**src/rtl/alu_exec_unit.sv**
```systemverilog
// Execute-stage ALU. Most ops finish in one cycle. MUL uses a shift-add
// loop that runs for WIDTH cycles. Input and output each use a
// valid/ready handshake, and the result register holds its value while
// the consumer stalls.
//
// state  | meaning
// -------+-----------------------------------------------------------
// S_IDLE | ready for a new op when the output slot is free or draining
// S_MUL  | shift-add multiply in progress, cnt_q counts iterations
module alu_exec_unit #(
  parameter int WIDTH = 32
) (
  input  logic             clk,
  input  logic             rst,
  input  logic             in_valid,
  output logic             in_ready,
  input  logic [2:0]       alu_func,
  input  logic [WIDTH-1:0] a,
  input  logic [WIDTH-1:0] b,
  output logic             out_valid,
  input  logic             out_ready,
  output logic [WIDTH-1:0] result,
  output logic             zero,
  output logic             busy,
  output logic             illegal_op
);

  localparam int CW = $clog2(WIDTH) + 1;
  localparam logic [CW-1:0] CNT_LAST = CW'(WIDTH - 1);

  localparam logic [2:0] F_AND = 3'b000;
  localparam logic [2:0] F_OR  = 3'b001;
  localparam logic [2:0] F_ADD = 3'b010;
  localparam logic [2:0] F_NOP = 3'b011;
  localparam logic [2:0] F_MUL = 3'b100;
  localparam logic [2:0] F_RSV = 3'b101;
  localparam logic [2:0] F_SUB = 3'b110;
  localparam logic [2:0] F_SLT = 3'b111;

  typedef enum logic {S_IDLE, S_MUL} state_t;

  state_t           state_q, state_d;
  logic [CW-1:0]    cnt_q, cnt_d;
  logic [WIDTH-1:0] mcand_q, mcand_d;
  logic [WIDTH-1:0] mplier_q, mplier_d;
  logic [WIDTH-1:0] acc_q, acc_d;
  logic [WIDTH-1:0] result_q, result_d;
  logic             zero_q, zero_d;
  logic             out_valid_q, out_valid_d;
  logic             illegal_q, illegal_d;

  logic             accept;
  logic [WIDTH-1:0] op_res;
  logic [WIDTH-1:0] mul_sum;

  assign in_ready   = (state_q == S_IDLE) && (!out_valid_q || out_ready);
  assign accept     = in_valid && in_ready;
  assign out_valid  = out_valid_q;
  assign result     = result_q;
  assign zero       = zero_q;
  assign busy       = (state_q == S_MUL);
  assign illegal_op = illegal_q;
  assign mul_sum    = acc_q + (mplier_q[0] ? mcand_q : '0);

  // Single-cycle datapath result for the presented opcode.
  always_comb begin
    op_res = '0;
    case (alu_func)
      F_ADD:   op_res = a + b;
      F_SUB:   op_res = a - b;
      F_AND:   op_res = a & b;
      F_OR:    op_res = a | b;
      F_SLT:   op_res[0] = ($signed(a) < $signed(b));
      default: op_res = '0;
    endcase
  end

  // Next-state, multiply iteration and output register update.
  always_comb begin
    state_d     = state_q;
    cnt_d       = cnt_q;
    mcand_d     = mcand_q;
    mplier_d    = mplier_q;
    acc_d       = acc_q;
    result_d    = result_q;
    zero_d      = zero_q;
    out_valid_d = out_valid_q;
    illegal_d   = accept && (alu_func == F_RSV);

    // A drained result is dropped unless a new completion replaces it below.
    if (out_valid_q && out_ready) begin
      out_valid_d = 1'b0;
    end

    case (state_q)
      S_IDLE: begin
        if (accept) begin
          case (alu_func)
            F_ADD, F_SUB, F_AND, F_OR, F_SLT: begin
              result_d    = op_res;
              zero_d      = (op_res == '0);
              out_valid_d = 1'b1;
            end
            F_MUL: begin
              state_d  = S_MUL;
              mcand_d  = a;
              mplier_d = b;
              acc_d    = '0;
              cnt_d    = '0;
            end
            default: ;
          endcase
        end
      end
      S_MUL: begin
        acc_d    = mul_sum;
        mcand_d  = mcand_q << 1;
        mplier_d = mplier_q >> 1;
        cnt_d    = cnt_q + CW'(1);
        if (cnt_q == CNT_LAST) begin
          result_d    = mul_sum;
          zero_d      = (mul_sum == '0);
          out_valid_d = 1'b1;
          state_d     = S_IDLE;
          cnt_d       = '0;
        end
      end
      default: state_d = S_IDLE;
    endcase
  end

  // State and datapath registers with synchronous reset.
  always_ff @(posedge clk) begin
    if (rst) begin
      state_q     <= S_IDLE;
      cnt_q       <= '0;
      mcand_q     <= '0;
      mplier_q    <= '0;
      acc_q       <= '0;
      result_q    <= '0;
      zero_q      <= 1'b0;
      out_valid_q <= 1'b0;
      illegal_q   <= 1'b0;
    end else begin
      state_q     <= state_d;
      cnt_q       <= cnt_d;
      mcand_q     <= mcand_d;
      mplier_q    <= mplier_d;
      acc_q       <= acc_d;
      result_q    <= result_d;
      zero_q      <= zero_d;
      out_valid_q <= out_valid_d;
      illegal_q   <= illegal_d;
    end
  end

endmodule
```
**config.mk**
```make
export PLATFORM = sky130hd
export DESIGN_NAME = alu_exec_unit
export DESIGN_NICKNAME = d
export VERILOG_FILES = /design/src/rtl/alu_exec_unit.sv
export SDC_FILE = /design/constraint.sdc
export NUM_CORES = 1
export LEC_CHECK = 0
export ABC_AREA = 1
export BUFFER_PORTS_ARGS = -buffer_cell sky130_fd_sc_hd__buf_2
export CORE_MARGIN = 4
export CORE_UTILIZATION = 60
export CTS_CLUSTER_SIZE = 28
export DETAILED_ROUTE_END_ITERATION = 10
export PLACE_DENSITY_LB_ADDON = 0.08
export SYNTH_ARGS = -nofsm -noshare
export SYNTH_HDL_FRONTEND = slang
export SYNTH_SLANG_ARGS = --single-unit
```
**constraint.sdc**
```tcl
create_clock -name clk -period 3.1 [get_ports clk]
set_input_delay 0.62 -clock clk [delete_from_list [all_inputs] [get_ports clk]]
set_output_delay 0.62 -clock clk [all_outputs]
set_load 0.1 [all_outputs]
```
==> flow_metrics.env, run 1 <==
export IMPL_port_buffers=107
export IMPL_synth_edf_count=0
export IMPL_antenna_found_initial=3
export IMPL_fp_row_count=56
export IMPL_drive_gt1_share_pct=15.44
export IMPL_vias=18386
export IMPL_synth_area_um2=14510
export IMPL_gr_max_usage_layer="met2"
export IMPL_r2r_start="mplier_q[0]"
export IMPL_cp_arrival_ns=3.38
export IMPL_routabilityCongestion=1.080
export IMPL_synth_simple_area_share_pct=38.43
export IMPL_nets=3019
export IMPL_synth_top_cell_by_area="nand2_1"
export IMPL_reg2reg_to="zero"
export IMPL_path_max_fanout=5
export IMPL_synth_top_area_share_pct=21.99
export IMPL_synth_compound_area_share_pct=16.05
export IMPL_status="finished clean"
export IMPL_numCtsBuffers=17
export IMPL_finalWirelength_um=57020
export IMPL_holdCritStartpoint="mplier_q[21]"
export IMPL_post_route_util_pct=73.78
export IMPL_cp_required_ns=3.42
export IMPL_slew_headroom_pct=46.64
export IMPL_cts_tree="yes"
export IMPL_ys_seq_area_share_pct=19.04
export IMPL_cts_htree_levels=4
export IMPL_wl_per_cell_um=18.13
export IMPL_fin_crit_ns=3.063
export IMPL_finalHoldViolations=0
export IMPL_min_to="mplier_q[20]"
export IMPL_grt_max_degree=70
export IMPL_drv_cap=0
export IMPL_start_kind="input port"
export IMPL_maxSlewViolCount=0
export IMPL_grtUsageTotal_pct=41.38
export IMPL_setup_tns_final_ns=0
export IMPL_die_x_um=163.5
export IMPL_synth_xor_area_share_pct=0.3019
export IMPL_hold_buffers=0
export IMPL_drt_iter0_markers=2396
export IMPL_overflow=0
export IMPL_p_leak_uw=0.009465
export IMPL_syn_to_final_growth_pct=20.10
export IMPL_synth_seq_cells=138
export IMPL_cts_num_sinks=138
export IMPL_criticalPathCategory="input port to flip-flop"
export IMPL_whs_ns=0.4694
export IMPL_worst_hold_path_type="flip-flop to flip-flop"
export IMPL_grt_pass1_wl_um=87780
export IMPL_synth_common_cells="nand2_1, inv_1, nor2_1"
export IMPL_dieArea_um2=26730
export IMPL_async_reset_ff_share_pct=0
export IMPL_via_per_inst=5.848
export IMPL_synth_area_leaders="nand2_1, dfxtp_1, ha_1"
export IMPL_clock_root_buffer="clkbuf_16"
export IMPL_synth_distinct_cells=43
export IMPL_core_um2=23610
export IMPL_use_met2_pct=67.08
export IMPL_muxShareOfSynthArea_pct=0
export IMPL_grt_use_met1_pct=53.54
export IMPL_worst_ir_drop_vdd_uv=339.6
export IMPL_period_share_pct=98.81
export IMPL_dr_pass1_iters=8
export IMPL_grt_pass1_vias=17319
export IMPL_ant_nets=0
export IMPL_avgSynthCellArea_um2=5.671
export IMPL_ys_warn_count=0
export IMPL_hold_path_depth=2
export IMPL_boundaryPins=108
export IMPL_clock_skew_ns=0.01927
export IMPL_dp_hpwl_um=45030
export IMPL_grtUsageMet3_pct=8.150
export IMPL_max_freq_mhz=326.5
export IMPL_setup_viol=0
export IMPL_synth_nets=2767
export IMPL_synth_fa_ha_area_share_pct=12.06
export IMPL_synth_top_family_by_area="simple AND/OR/NAND/NOR gates"
export IMPL_grt_setup_unrepaired="no"
export IMPL_drc=0
export IMPL_clk_pin_slew_ns=0.07
export IMPL_synth_most_common_cell="nand2_1"
export IMPL_netlist_instances=2558
export IMPL_die_h_um=163.5
export IMPL_rrSetupSlack_ns=0.13
export IMPL_cts_max_path_buffers=2
export IMPL_endpoint_kind="flip-flop"
export IMPL_powerDensity_nw_per_um2=377.2
export IMPL_ff2ff_path_depth=18
export IMPL_start_util_pct=61.43
export IMPL_synthFlopType="dfxtp_1"
export IMPL_worst_slew_pin_slew_ns=0.8004
export IMPL_clock_latency_ns=0.44
[state kept, by name, indices dropped and copies added (netlist names)]
name and count:
zero 1, illegal_op 1, out_valid 1, acc_q 32
cnt_q 6, mcand_q 32, mplier_q 32, busy 1
result 32
[layer usage]
metal / vias up / share of wire (%)
met4: 2 / 4.7
met3: 218 / 12
li1: 8627 / -
met2: 1144 / 45
met1: 8395 / 38
met5: - / 0.023
[layout by cell type (no fill, tap or decap), types with 4 or more instances in the layout]
cell type  count
clkbuf_16     18
inv_8          5
inv_1        411
a21oi_1      152
buf_4        214
o21ai_0      109
inv_6          5
nor2_1       196
buf_12         4
inv_2          9
ha_2           4
nand2_2       22
or2_2          6
nand4_1       22
nand2_1      845
a31oi_1       70
nor3_1        17
dfxtp_1      136
o21bai_1      19
a21oi_2        4
ha_1         131
nand3_2        5
nand3b_1      13
buf_2        107
a22oi_1       23
o22ai_1       25
and2_1         5
nor2_2        17
nand3_1      191
[cell families after synthesis]
logic type      after synthesis
buf+inv                     517
fa+ha+maj                   138
flops                       138
compound gates              413
simple gates               1347
xor+xnor                      5
[worst max-delay path, stage by stage]
cell and delay [ns]:
buf_2 0.12, inv_1 0.07, ha_1 0.41, buf_4 0.18, inv_1 0.05, a21oi_1 0.37
o21bai_1 0.17, a21oi_2 0.18, nor2_1 0.08, nor2_1 0.12, nand3_1 0.08, nand2_1 0.07
nor2_1 0.05, o21ai_0 0.53, buf_4 0.22, a31oi_1 0.07
[repair_timing]
| item | 4_1_cts | 5_1_grt |
|---|---|---|
| setup buffers | 0 | 0 |
| endpoints found under the setup margin | 0 | 1 |
| gates resized for setup | 0 | 21 |
[where the power goes]
part           switching (µW)  leakage (µW)  internal (µW)
registers                56.5       0.00112           1860
logic                    1590       0.00803            740
clock network            1010      0.000316           1320
total                    2660       0.00946           3910
[how the worst max path moves through the flow]
stage,start,endpoint,depth (start not counted)
final,b[19],result[30],16
after global routing,mplier_q[0],zero,19
after CTS,mplier_q[0],zero,19
after detailed placement,b[18],zero,18
after global placement,b[18],zero,18
after floorplan,busy,result[25],6
[per-stage QoR]
stage	setup WS (ns)	cell area (µm²)	instances	total power, µW
finish	0.03689	17420	3144	6571
global route	0.01617	17420	3144	6796
global placement	-0.1891	16700	3109	4153
CTS	0.1489	17340	3141	6480
detailed placement	-0.1858	16700	3109	4186
floorplan	0.1763	14510	2558	3343
[cell type report]
type                            count  area (µm²)
Fill cell                        2026        6191
Timing Repair Buffer              326        2247
Sequential cell                   138        2770
Clock buffer                       17       425.4
Multi-Input combinational cell   1903        9767
Inverter                          424        1593
Tap cell                          319       399.1
Antenna cell                        2       5.005
Clock inverter                     15       215.2
Note: power is estimated with default switching activity, not from simulation.
==> run 2: changes to the inputs <==
--- a/config.mk
+++ b/config.mk
@@ -12,5 +12,5 @@
 export CTS_CLUSTER_SIZE = 28
 export DETAILED_ROUTE_END_ITERATION = 10
-export PLACE_DENSITY_LB_ADDON = 0.08
+export PLACE_DENSITY = 0.82
 export SYNTH_ARGS = -nofsm -noshare
 export SYNTH_HDL_FRONTEND = slang
==> constraint.sdc (replaced) <==
create_clock -name clk -period 3.1 [get_ports clk]
set_input_delay 0.155 -clock clk [delete_from_list [all_inputs] [get_ports clk]]
set_output_delay 0.155 -clock clk [all_outputs]
set_load 0.1 [all_outputs]
==> run 2 against run 1 <==
The run now ends with DRC left. First-iteration DRC count is 5.7% lower. Design area is 7.9% lower. Non-clock buffer count is 171 lower. Combinational power is 12% lower. Clock skew is 0.0069 ns lower. Clock-buffer cell count is 2 higher. Final cell count is 5.5% lower. Via count is 4.8% lower. Wire length is 3.3% lower. Clock power is 6% lower. Worst hold slack worse by 0.45 ns. Critical path type is now flip-flop to flip-flop. Largest power group is now the clock network.
==> flow_metrics.env, run 2 (same netlist as run 1, synthesis figures left out) <==
export IMPL_status="finished with violations"
export IMPL_violations="DRC"
export IMPL_maxSlewViolCount=0
export IMPL_max_freq_mhz=335.8
export IMPL_cp_arrival_ns=3.34
export IMPL_r2r_start="mplier_q[0]"
export IMPL_start_util_pct=61.43
export IMPL_boundaryPins=108
export IMPL_finalHoldViolations=0
export IMPL_grt_max_degree=70
export IMPL_worstPathCellList="nand2_1 -> inv_1 -> ha_1 -> fa_2 -> nand2_1 -> nand2_1 -> nand3_1 -> nand2_1 -> nand2_1 -> nand2_1 -> nand2_1 -> nand2_1 -> nor2_1 -> nand3_1 -> nor2_2 -> nand4_1 -> nor2_1 -> nor2_1 -> a21oi_1"
export IMPL_grtUsageMet3_pct=8.100
export IMPL_wl_per_cell_um=18.55
export IMPL_cp_startpoint="mplier_q[0]"
export IMPL_core_um2=23610
export IMPL_vias=17504
export IMPL_cts_setup_buffers=0
export IMPL_grt_pass1_vias=16150
export IMPL_start_kind="flip-flop"
export IMPL_endpoint_kind="flip-flop"
export IMPL_fp_row_count=56
export IMPL_antenna_found_initial=1
export IMPL_layout_common_cells="nand2_1, inv_1, nor2_1, nand3_1, a21oi_1"
export IMPL_cts_htree_levels=4
export IMPL_dp_hpwl_um=43140
export IMPL_cp_required_ns=3.46
export IMPL_grtUsageTotal_pct=40.12
export IMPL_port_buffers=107
export IMPL_finalWirelength_um=55140
export IMPL_worst_ir_drop_vdd_uv=361.5
export IMPL_grt_use_met1_pct=53.33
export IMPL_cts_max_path_buffers=2
export IMPL_dr_pass1_iters=11
export IMPL_clock_root_buffer="clkbuf_16"
export IMPL_p_leak_uw=0.008615
export IMPL_drive_gt1_share_pct=9.540
export IMPL_clock_skew_ns=0.01236
export IMPL_post_route_util_pct=67.95
export IMPL_p_total_uw=6182
export IMPL_slowest_stage="fa_2"
export IMPL_grt_pass1_wl_um=84680
export IMPL_die_h_um=163.5
export IMPL_criticalPathCategory="flip-flop to flip-flop"
export IMPL_routabilityCongestion=1.085
export IMPL_numCtsBuffers=17
export IMPL_worst_path_largest_cell_delay_ns=0.40
export IMPL_clk_pin_slew_ns=0.07
export IMPL_worst_hold_path_type="input port to flip-flop"
export IMPL_overflow=0
export IMPL_cts_num_sinks=138
export IMPL_syn_to_final_growth_pct=10.60
export IMPL_cts_tree="yes"
export IMPL_die_x_um=163.5
export IMPL_dieArea_um2=26730
export IMPL_fillCellCount=2278
export IMPL_drv_cap=0
export IMPL_fin_crit_ns=2.978
export IMPL_cts_resized=0
export IMPL_layout_commonest_cell="nand2_1"
export IMPL_worst_slew_pin_slew_ns=1.117
export IMPL_drt_iter0_markers=2260
export IMPL_slew_headroom_pct=25.54
export IMPL_ant_nets=0
export IMPL_powerDensity_nw_per_um2=385.3
export IMPL_nets=2848
export IMPL_via_per_inst=5.890
export IMPL_drc=1
export IMPL_clock_latency_ns=0.44
export IMPL_setup_viol=0
export IMPL_use_met2_pct=63.13
export IMPL_path_max_fanout=4
export IMPL_gr_max_usage_layer="met2"
export IMPL_holdCritStartpoint="b[31]"
export IMPL_hold_buffers=0
export IMPL_path_common_cell="nand2_1"
export IMPL_period_share_pct=96.05
-- run 2: where the power goes --
part           internal (µW)  total [µW]  switching [µW]
sequential              1860        1910            57.2
clock                   1280        2200             929
combinational            536        2060            1530
total                   3670        6180            2510
-- run 2: layout make-up --
class                   count  area, µm²  area share (%)
clock buffers              19      432.9           2.698
clock inverters            13      167.7           1.045
inverters                 424       1593           9.928
repair buffers            155      938.4           5.849
multi-input cells        1903       9741           60.71
flip-flops and latches    138       2770           17.27
diodes                      1      2.502         0.01560
well taps                 319      399.1           2.488
-- run 2: worst max-delay path: cells and delay by family, from the launching register on --
kind	cells	cell delay [ns]
and+or+nand+nor	15	1.73
AOI/OAI and AO/OA	1	0.14
buffers and inverters	1	0.04
DFF	1	0.38
adders and majority gates	2	0.62
-- run 2: metal layers --
layer  routed length [µm]  up-vias
met5                    0        -
met4                 2618        0
met3                 6690      197
met2                24070     1122
met1                21760     7907
li1                     -     8278
-- run 2: metrics by stage --
step,area (µm²),TNS [ns],hold WS [ns],std cells,setup slack [ns]
after floorplan,14510,0,0.3040,2558,0.1763
after global placement,15390,0,0.4410,2938,0.1893
after detailed placement,15390,0,0.4463,2938,0.1490
after CTS,15990,0,0.01186,2970,0.1260
after global routing,16040,-0.01993,0.02996,2972,-0.01993
final,16040,0,0.01828,2972,0.1223
-- run 2: final timing paths --
kind	to	slack [ns]	cells after the start
max	zero	0.12	19
min	mplier_q[31]	0.02	3
max reg2reg	zero	0.12	19
min reg2reg	mplier_q[30]	0.47	2
